==> src/rtl/booth_r4_mult_hs.sv <==
`default_nettype none
// ============================================================================
// Module      : booth_r4_mult_hs
// Description : Sequential radix-4 Booth multiplier with valid/ready handshakes
//               on operand and result sides, per-operation signed/unsigned
//               mode, synchronous abort and a completed-operation counter.
// Revision    : 1.0 - initial parametrised release
// ============================================================================
module booth_r4_mult_hs #(
   parameter int WIDTH = 8,
   parameter int CNT_W = 32
) (
   input  logic                 clk,
   input  logic                 rst_n,
   input  logic                 in_valid,
   output logic                 in_ready,
   input  logic [WIDTH-1:0]     a,
   input  logic [WIDTH-1:0]     b,
   input  logic                 sign_mode,
   input  logic                 abort,
   output logic                 out_valid,
   input  logic                 out_ready,
   output logic [2*WIDTH-1:0]   product,
   output logic                 busy,
   output logic [CNT_W-1:0]     op_count
);

   // Extended operand width, accumulator (upper half) width, step count.
   localparam int EW = WIDTH + 2;
   localparam int UW = WIDTH + 3;
   localparam int N  = WIDTH / 2 + 1;
   localparam int IW = $clog2(N + 1);
   localparam logic [IW-1:0] C_LAST_ITER = IW'(N - 1);

   localparam logic [1:0] S_IDLE = 2'd0;
   localparam logic [1:0] S_CALC = 2'd1;
   localparam logic [1:0] S_DONE = 2'd2;

   logic [1:0]          r_state;
   logic [EW-1:0]       r_mcand;
   logic [UW-1:0]       r_upper;
   logic [EW-1:0]       r_lower;
   logic                r_prev;
   logic [IW-1:0]       r_iter;
   logic [2*WIDTH-1:0]  r_product;
   logic                r_out_valid;
   logic [CNT_W-1:0]    r_op_count;

   logic [EW-1:0]       w_a_ext;
   logic [EW-1:0]       w_b_ext;
   logic [UW-1:0]       w_a1;
   logic [UW-1:0]       w_a2;
   logic [2:0]          w_trip;
   logic [UW-1:0]       w_pp;
   logic [UW-1:0]       w_sum;
   logic [UW+EW-1:0]    w_shifted;
   logic                w_accept;
   logic                w_out_hs;

   // Operand extension: sign or zero extend to WIDTH+2 so both modes share
   // one signed Booth datapath.
   assign w_a_ext = sign_mode ? {{2{a[WIDTH-1]}}, a} : {2'b00, a};
   assign w_b_ext = sign_mode ? {{2{b[WIDTH-1]}}, b} : {2'b00, b};

   // Multiples of the multiplicand at accumulator width.
   assign w_a1   = {r_mcand[EW-1], r_mcand};
   assign w_a2   = {r_mcand, 1'b0};
   assign w_trip = {r_lower[1:0], r_prev};

   // Booth recoding of the current multiplier triplet into a partial product.
   always_comb begin
      w_pp = '0;
      case (w_trip)
         3'b001, 3'b010: w_pp = w_a1;
         3'b011:         w_pp = w_a2;
         3'b100:         w_pp = -w_a2;
         3'b101, 3'b110: w_pp = -w_a1;
         default:        w_pp = '0;
      endcase
   end

   // Add into the upper half, then arithmetic shift {upper, lower} right by 2.
   assign w_sum     = r_upper + w_pp;
   assign w_shifted = {{2{w_sum[UW-1]}}, w_sum, r_lower[EW-1:2]};

   // in_ready is also forced low while reset is asserted.
   assign in_ready  = (r_state == S_IDLE) && !abort && rst_n;
   assign w_accept  = in_valid && in_ready;
   assign w_out_hs  = r_out_valid && out_ready;

   assign out_valid = r_out_valid;
   assign product   = r_product;
   assign busy      = (r_state != S_IDLE);
   assign op_count  = r_op_count;

   // Control FSM, Booth iteration datapath, result and counter registers.
   always_ff @(posedge clk or negedge rst_n) begin
      if (!rst_n) begin
         r_state     <= S_IDLE;
         r_mcand     <= '0;
         r_upper     <= '0;
         r_lower     <= '0;
         r_prev      <= 1'b0;
         r_iter      <= '0;
         r_product   <= '0;
         r_out_valid <= 1'b0;
         r_op_count  <= '0;
      end else if (abort) begin
         // Abort wins everywhere: drop any result without counting it.
         r_state     <= S_IDLE;
         r_out_valid <= 1'b0;
      end else begin
         case (r_state)
            S_IDLE: begin
               if (w_accept) begin
                  r_mcand <= w_a_ext;
                  r_lower <= w_b_ext;
                  r_upper <= '0;
                  r_prev  <= 1'b0;
                  r_iter  <= '0;
                  r_state <= S_CALC;
               end
            end
            S_CALC: begin
               r_upper <= w_shifted[UW+EW-1:EW];
               r_lower <= w_shifted[EW-1:0];
               r_prev  <= r_lower[1];
               if (r_iter == C_LAST_ITER) begin
                  r_product   <= w_shifted[2*WIDTH-1:0];
                  r_out_valid <= 1'b1;
                  r_state     <= S_DONE;
               end else begin
                  r_iter <= r_iter + 1'b1;
               end
            end
            S_DONE: begin
               if (w_out_hs) begin
                  r_out_valid <= 1'b0;
                  r_op_count  <= r_op_count + 1'b1;
                  r_state     <= S_IDLE;
               end
            end
            default: begin
               r_state     <= S_IDLE;
               r_out_valid <= 1'b0;
            end
         endcase
      end
   end

endmodule
`default_nettype wire

==> config.mk <==
export PLATFORM = sky130hd
export DESIGN_NAME = booth_r4_mult_hs
export DESIGN_NICKNAME = d
export VERILOG_FILES = /design/src/rtl/booth_r4_mult_hs.sv
export SDC_FILE = /design/constraint.sdc
export NUM_CORES = 1
export LEC_CHECK = 0
export BUFFER_PORTS_ARGS = -buffer_cell sky130_fd_sc_hd__buf_2
export CORE_MARGIN = 5
export CORE_UTILIZATION = 51
export DETAILED_ROUTE_END_ITERATION = 16
export PLACE_DENSITY = 0.84
export SLEW_MARGIN = 0
export SYNTH_ARGS = -nofsm -noshare
export SYNTH_HDL_FRONTEND = slang
export SYNTH_SLANG_ARGS = --single-unit
==> constraint.sdc <==
create_clock -name clk -period 3.13 [get_ports clk]
set_clock_uncertainty 0.1 [all_clocks]
set_input_delay 0.626 -clock clk [delete_from_list [all_inputs] [get_ports clk]]
set_output_delay 0.626 -clock clk [all_outputs]
set_load 0.005 [all_outputs]
==> flow_metrics.env, run 1 <==
export IMPL_status="completed"
export IMPL_timing_rr_start="r_mcand[1]$_DFFE_PN0P_"
export IMPL_post_place_cells=664
export IMPL_cts_clk_slew_worst_paths_ns=0.10
export IMPL_clock_path_buffers=2
export IMPL_rsz0062_at_grt="yes"
export IMPL_cts_tree="yes"
export IMPL_arrival_ns=3.27
export IMPL_core_um2=8680
export IMPL_drt_pass1_iter_count=4
export IMPL_layout_drive_gt1_share_pct=30.2
export IMPL_maxCapViolations=0
export IMPL_synth_cells=484
export IMPL_power_leakage_nw=2.74
export IMPL_initial_utilization_pct=52.2
export IMPL_gp_congestion=0.881
export IMPL_yosysSeqAreaShare_pct=45.9
export IMPL_yosysUniqueCellTypes=53
export IMPL_vias=3862
export IMPL_clock_latency_ns=0.36
export IMPL_cp_slowest_stage_delay_ns=0.41
export IMPL_busiest_layer="met2"
export IMPL_io_pins=73
export IMPL_place_ws_ns=-0.0888
export IMPL_cp_slowest_cell="dfrtp_1"
export IMPL_synth_edf_count=0
export IMPL_synthTopCellsByArea="dfrtp_1, nand2_1, xnor2_1"
export IMPL_fillers=706
export IMPL_antenna_found_initial=1
export IMPL_grtUsageTotal_pct=20.4
export IMPL_grt_start_max_net_pins=81
export IMPL_overflow=0
export IMPL_drtIter0Drc=186
export IMPL_path_class="reg2reg"
export IMPL_fmax_mhz=320
export IMPL_setup_tns_ns=0
export IMPL_timing_final_ws_setup_ns=0.00296
export IMPL_synth_area_um2=4530
export IMPL_syn_num_nets=521
export IMPL_min_from="product[2]$_DFFE_PN0P_"
export IMPL_hold_path_class="reg2reg"
export IMPL_path_max_fanout=4
export IMPL_total_power_mw=3.51
export IMPL_grt_pass1_vias=3846
export IMPL_finalCriticalPeriod_ns=3.13
export IMPL_ir_drop_mv=0.336
export IMPL_drc=0
export IMPL_slew_headroom_pct=33.4
export IMPL_avgSynthCellArea_um2=9.35
export IMPL_synth_top_area_share_pct=45.9
export IMPL_wl_per_cell_um=16.5
export IMPL_drt_wl_total_um=11300
export IMPL_final_antenna_net_count=0
export IMPL_row_count=34
export IMPL_die_area_um2=10900
export IMPL_io_buffers=72
export IMPL_hold_viol_final=0
export IMPL_yosysTopAreaCell="dfrtp_1"
export IMPL_drv_slew=0
export IMPL_vias_per_cell=5.61
export IMPL_yosys_register_bits=83
export IMPL_syn_to_final_growth_pct=23.2
export IMPL_yosysWarningCount=0
export IMPL_fin_cells=688
export IMPL_synthFlopType="dfrtp_1"
export IMPL_cts_buffers=9
export IMPL_numClockSinks=83
export IMPL_period_share_pct=99.9
export IMPL_crit_chain="buf_6 > nor3_4 > buf_6 > xnor2_4 > a21oi_2 > nor2_1 > a21oi_2 > a21oi_2 > ha_1 > o21a_1 > o31a_1 > o31a_1 > buf_4 > o21ai_2 > nand2b_1 > xnor2_1 > o21ai_1"
export IMPL_fin_nets=611
export IMPL_place_hpwl_um=7880
export IMPL_critPathLaunchType="flip-flop"
export IMPL_htree_levels=3
export IMPL_met1_usage_pct=26.1
export IMPL_clockRootBuffer="clkbuf_8"
export IMPL_die_w_um=104
export IMPL_met2_usage_pct=33.8
export IMPL_critPathLaunch="r_mcand[1]$_DFFE_PN0P_"
export IMPL_crit_required_ns=3.27
export IMPL_worstMarginPinSlew_ns=0.998
export IMPL_grt_util_met3_pct=4.66
export IMPL_die_h_um=104
export IMPL_whs_ns=0.381
export IMPL_async_reset_ff_share_pct=100
export IMPL_power_density_nw_per_um2=629
export IMPL_path_common_cell="a21oi_2"
export IMPL_cp_end_kind="flip-flop"
export IMPL_setup_viol=0
export IMPL_grt_pass1_wl_um=18600
[layout make-up]
type	count	area (um^2)	share of cell area, %
Clock buffer	9	124	2.22
Tap cell	108	135	2.42
Antenna cell	1	2.50	0.0449
Multi-Input combinational cell	363	2460	44.2
Inverter	13	48.8	0.875
Clock inverter	7	106	1.91
Timing Repair Buffer	104	613	11.0
Sequential cell	83	2080	37.3
[critical path: cells and delay by family (launching register included)]
family	cells	cell delay, ns
AO/OA/AOI/OAI	8	1.14
buffers and inverters	3	0.44
flip-flops	1	0.41
AND/OR/NAND/NOR	3	0.36
adder cells (fa/ha/maj)	1	0.33
XOR/XNOR	2	0.24
[cell usage in the layout (no fill, tap or decap), types with 3 or more instances in the layout]
cell / n
o21ai_2: 3
a21oi_2: 5
dfrtp_2: 3
nand2_1: 92
nand3_1: 26
nand2_2: 4
and4_1: 4
nor2b_1: 6
nand2b_1: 3
o22ai_1: 3
xnor2_1: 29
clkbuf_8: 9
xor2_2: 3
xor2_1: 11
mux2_2: 11
buf_2: 71
and3_1: 8
o21ai_0: 29
ha_1: 9
nor2_1: 31
and2_1: 4
ha_4: 4
a21oi_1: 15
mux2i_1: 9
buf_4: 30
nand4_1: 4
dfrtp_1: 80
inv_1: 11
o21a_1: 3
o21ai_1: 4
[path summary, 6_finish.rpt]
| check | endpoint | slack [ns] | cells after the start |
|---|---|---|---|
| worst max register to register | r_upper[6]$_DFFE_PN0P_ | 0.003 | 17 |
| min in group asynchronous | r_mcand[6]$_DFFE_PN0P_ | 0.50 | 2 |
| worst min-delay path | product[2]$_DFFE_PN0P_ | 0.38 | 2 |
| worst max-delay path | r_upper[6]$_DFFE_PN0P_ | 0.003 | 17 |
| max in group asynchronous | r_lower[0]$_DFFE_PN0P_ | 1.22 | 3 |
| worst min register to register | product[2]$_DFFE_PN0P_ | 0.38 | 2 |
[repair_timing]
item / CTS / global route
endpoints found under the setup margin: 2 / 9
cloned: 0 / 0
pin swaps: 3 / 23
hold buffers: 1 / 0
gates resized for setup: 10 / 33
endpoints found under the hold margin: 3 / 0
buffers inserted: 2 / 4
[routing by layer]
metal	vias to the layer above	part of all wire [%]
li1	1837	-
met3	17	5.2
met2	108	50
met4	0	2.4
met5	-	0
met1	1900	42
[where the power goes]
| group | switching, mW | total [mW] | internal, mW |
|---|---|---|---|
| Combinational | 0.652 | 1.24 | 0.586 |
| Sequential | 0.167 | 1.37 | 1.20 |
| Clock | 0.437 | 0.901 | 0.464 |
[through the flow]
stage | utilization [%] | cell area, um^2
after floorplan | - | 4530
after global placement | 58.7 | 5090
after detailed placement | 58.7 | 5090
after CTS | 62.1 | 5390
after global routing | 64.2 | 5580
final | 64.2 | 5580
[cell usage after synthesis, drive strengths merged, types with 2 or more instances]
cell    number
xor2        14
a22oi        2
inv         13
a21oi       20
nand2b       3
nor3         5
a211oi       3
nand3       26
mux2        11
nand4        4
and4         5
o31a         2
and3         9
a221oi       3
ha          14
o22ai        3
and2         4
nor2b        6
o21a         4
clkbuf      17
xnor2       32
nor2        32
nand2       97
or3          3
o21ai       36
a221o        2
buf          8
dfrtp       83
mux2i        9
[kinds of logic (layout without fill, tap and decap cells)]
family          after synthesis  in the layout  synth area share (%)
buf+inv                      38            133                  3.73
compound gates               84             84                  11.3
fa+ha+maj                    15             15                  4.31
mux                          21             21                  5.22
xor+xnor                     46             46                  9.07
other cells                   0              1                     0
flops                        83             83                  45.9
simple gates                197            197                  20.5
[registers in the layout, indices dropped and copies added (netlist names)]
name	count
out_valid	1
product	16
r_upper	9
op_count	32
r_state	2
r_mcand	9
r_lower	10
r_iter	3
r_prev	1
Note: power is estimated with default switching activity, not from simulation.
==> run 2: changes to the inputs <==
==> constraint.sdc (replaced) <==
create_clock -name clk -period 2.85 [get_ports clk]
set_clock_uncertainty 0.1 [all_clocks]
set_input_delay 0.57 -clock clk [delete_from_list [all_inputs] [get_ports clk]]
set_output_delay 0.57 -clock clk [all_outputs]
set_load 0.005 [all_outputs]
==> flow_metrics.env, run 2 (synthesized netlist as in run 1, its figures left out) <==
export IMPL_status="complete, but fails checks"
export IMPL_violations="negative setup slack"
export IMPL_timing_final_ws_setup_ns=-0.276
export IMPL_worstMarginPinSlew_ns=0.717
export IMPL_gp_congestion=0.869
export IMPL_die_area_um2=10900
export IMPL_antenna_cells=0
export IMPL_slew_headroom_pct=52.0
export IMPL_path_max_fanout=2
export IMPL_hold_viol_final=0
export IMPL_post_dp_cell_area_um2=5370
export IMPL_syn_to_final_growth_pct=27.4
export IMPL_drv_slew=0
export IMPL_crit_chain="inv_2 > ha_4 > xor2_2 > nor2_1 > mux4_2 > ha_4 > nor2b_4 > o31a_1 > o31a_1 > o21ai_1 > xor2_1 > or3_1 > nand3_1"
export IMPL_fmax_mhz=320
export IMPL_antenna_found_initial=0
export IMPL_finalCriticalPeriod_ns=3.13
export IMPL_crit_required_ns=3.04
export IMPL_cts_tree="yes"
export IMPL_wl_per_cell_um=16.0
export IMPL_final_antenna_net_count=0
export IMPL_initial_utilization_pct=52.2
export IMPL_cts_clk_slew_worst_paths_ns=0.08
export IMPL_clockRootBuffer="clkbuf_8"
export IMPL_drc=0
export IMPL_maxCapViolations=0
export IMPL_io_pins=73
export IMPL_most_common_layout_cells="nand2_1, dfrtp_1, buf_2, buf_4, nor2_1"
export IMPL_cp_end_kind="flip-flop"
export IMPL_cp_slowest_cell="mux4_2"
export IMPL_drtIter0Drc=214
export IMPL_timing_rr_start="r_mcand[0]$_DFFE_PN0P_"
export IMPL_arrival_ns=3.32
export IMPL_cts_buffers=9
export IMPL_core_um2=8680
export IMPL_hold_path_class="in2async"
export IMPL_r2r_end="r_upper[9]$_DFFE_PN0P_"
export IMPL_setup_viol=7
export IMPL_cts_hold_buf=0
export IMPL_numClockSinks=83
export IMPL_io_buffers=72
export IMPL_power_leakage_nw=2.89
export IMPL_final_common_cell="nand2_1"
export IMPL_grt_start_max_net_pins=52
export IMPL_drt_pass1_iter_count=4
export IMPL_die_h_um=104
export IMPL_period_share_pct=110
export IMPL_layout_drive_gt1_share_pct=32.5
export IMPL_place_ws_ns=-0.306
export IMPL_fin_nets=642
export IMPL_htree_levels=3
export IMPL_drt_wl_total_um=11500
export IMPL_row_count=34
export IMPL_clock_latency_ns=0.36
export IMPL_rsz0062_at_grt="yes"
export IMPL_place_hpwl_um=8050
export IMPL_r2r_slack_ns=-0.28
export IMPL_power_density_nw_per_um2=698
export IMPL_grtUsageTotal_pct=21.4
export IMPL_final_area_um2=5770
export IMPL_fillers=673
export IMPL_grt_pass1_wl_um=19300
export IMPL_die_w_um=104
export IMPL_reg2reg_depth=13
export IMPL_grt_pass1_vias=4048
export IMPL_cp_slowest_stage_delay_ns=0.51
export IMPL_vias=3982
export IMPL_largest_reg_flops=32
export IMPL_total_power_mw=4.03
export IMPL_overflow=0
export IMPL_path_class="reg2reg"
export IMPL_ir_drop_mv=0.407
export IMPL_critPathLaunchType="flip-flop"
export IMPL_vias_per_cell=5.55
export IMPL_clock_path_buffers=2
## run 2: metal layers
metal | GRT usage (%) | routed length, um | share of wire [%] | up-vias
li1 | - | - | - | 1894
met1 | 27.2 | 4880 | 42 | 1924
met2 | 35.9 | 5660 | 49 | 139
met3 | 4.28 | 696 | 6.1 | 25
met4 | 8.05 | 268 | 2.3 | 0
met5 | 0 | 0 | 0 | -
## run 2: through the flow
stage / hold WS [ns] / std cells / utilization (%) / setup TNS [ns]
after floorplan: 0.174 / 484 / - / -0.200
after global placement: 0.350 / 698 / 61.9 / -0.262
after detailed placement: 0.357 / 698 / 61.9 / -0.905
after CTS: 0.159 / 718 / 66.1 / -0.662
after global routing: 0.183 / 718 / 66.5 / -2.14
final: 0.150 / 718 / 66.5 / -0.990
## run 2: area by class of cell
cell class              instances  area (um^2)  share of cell area, %
clock buffers                  11          141                   2.45
clock inverters                 5          108                   1.87
inverters                      13         48.8                  0.846
multi-input cells             363         2410                   41.8
flip-flops and latches         83         2080                   36.0
well taps                     108          135                   2.34
repair buffers                135          847                   14.7
## run 2: where the power goes
part	internal, mW	switching [mW]
clock network	0.611	0.431
registers	1.32	0.142
logic	0.760	0.765
total	2.69	1.34
## run 2: what timing repair did
action | 4_1_cts | 5_1_grt
buffers inserted | 5 | 1
setup endpoints to repair | 8 | 9
pin swaps | 16 | 14
gates resized for setup | 24 | 11
## run 2: worst max-delay path by stage
stage	startpoint	end	slack, ns	depth (start not counted)
after floorplan	r_mcand[0]$_DFFE_PN0P_	r_upper[9]$_DFFE_PN0P_	-0.17	13
after global placement	r_mcand[0]$_DFFE_PN0P_	r_upper[9]$_DFFE_PN0P_	-0.17	13
after detailed placement	r_mcand[0]$_DFFE_PN0P_	r_upper[9]$_DFFE_PN0P_	-0.31	13
after CTS	r_mcand[0]$_DFFE_PN0P_	r_upper[9]$_DFFE_PN0P_	-0.30	13
after global routing	r_mcand[1]$_DFFE_PN0P_	r_upper[9]$_DFFE_PN0P_	-0.38	15
final	r_mcand[0]$_DFFE_PN0P_	r_upper[9]$_DFFE_PN0P_	-0.28	13
## run 2: worst max-delay path: cells and delay by family, from the launching register on
kind	cells	cell delay, ns
adder cells (fa/ha/maj)	2	0.38
XOR/XNOR	2	0.26
buffers and inverters	1	0.09
AO/OA/AOI/OAI	3	0.72
flip-flops	1	0.40
multiplexers	1	0.51
AND/OR/NAND/NOR	4	0.59
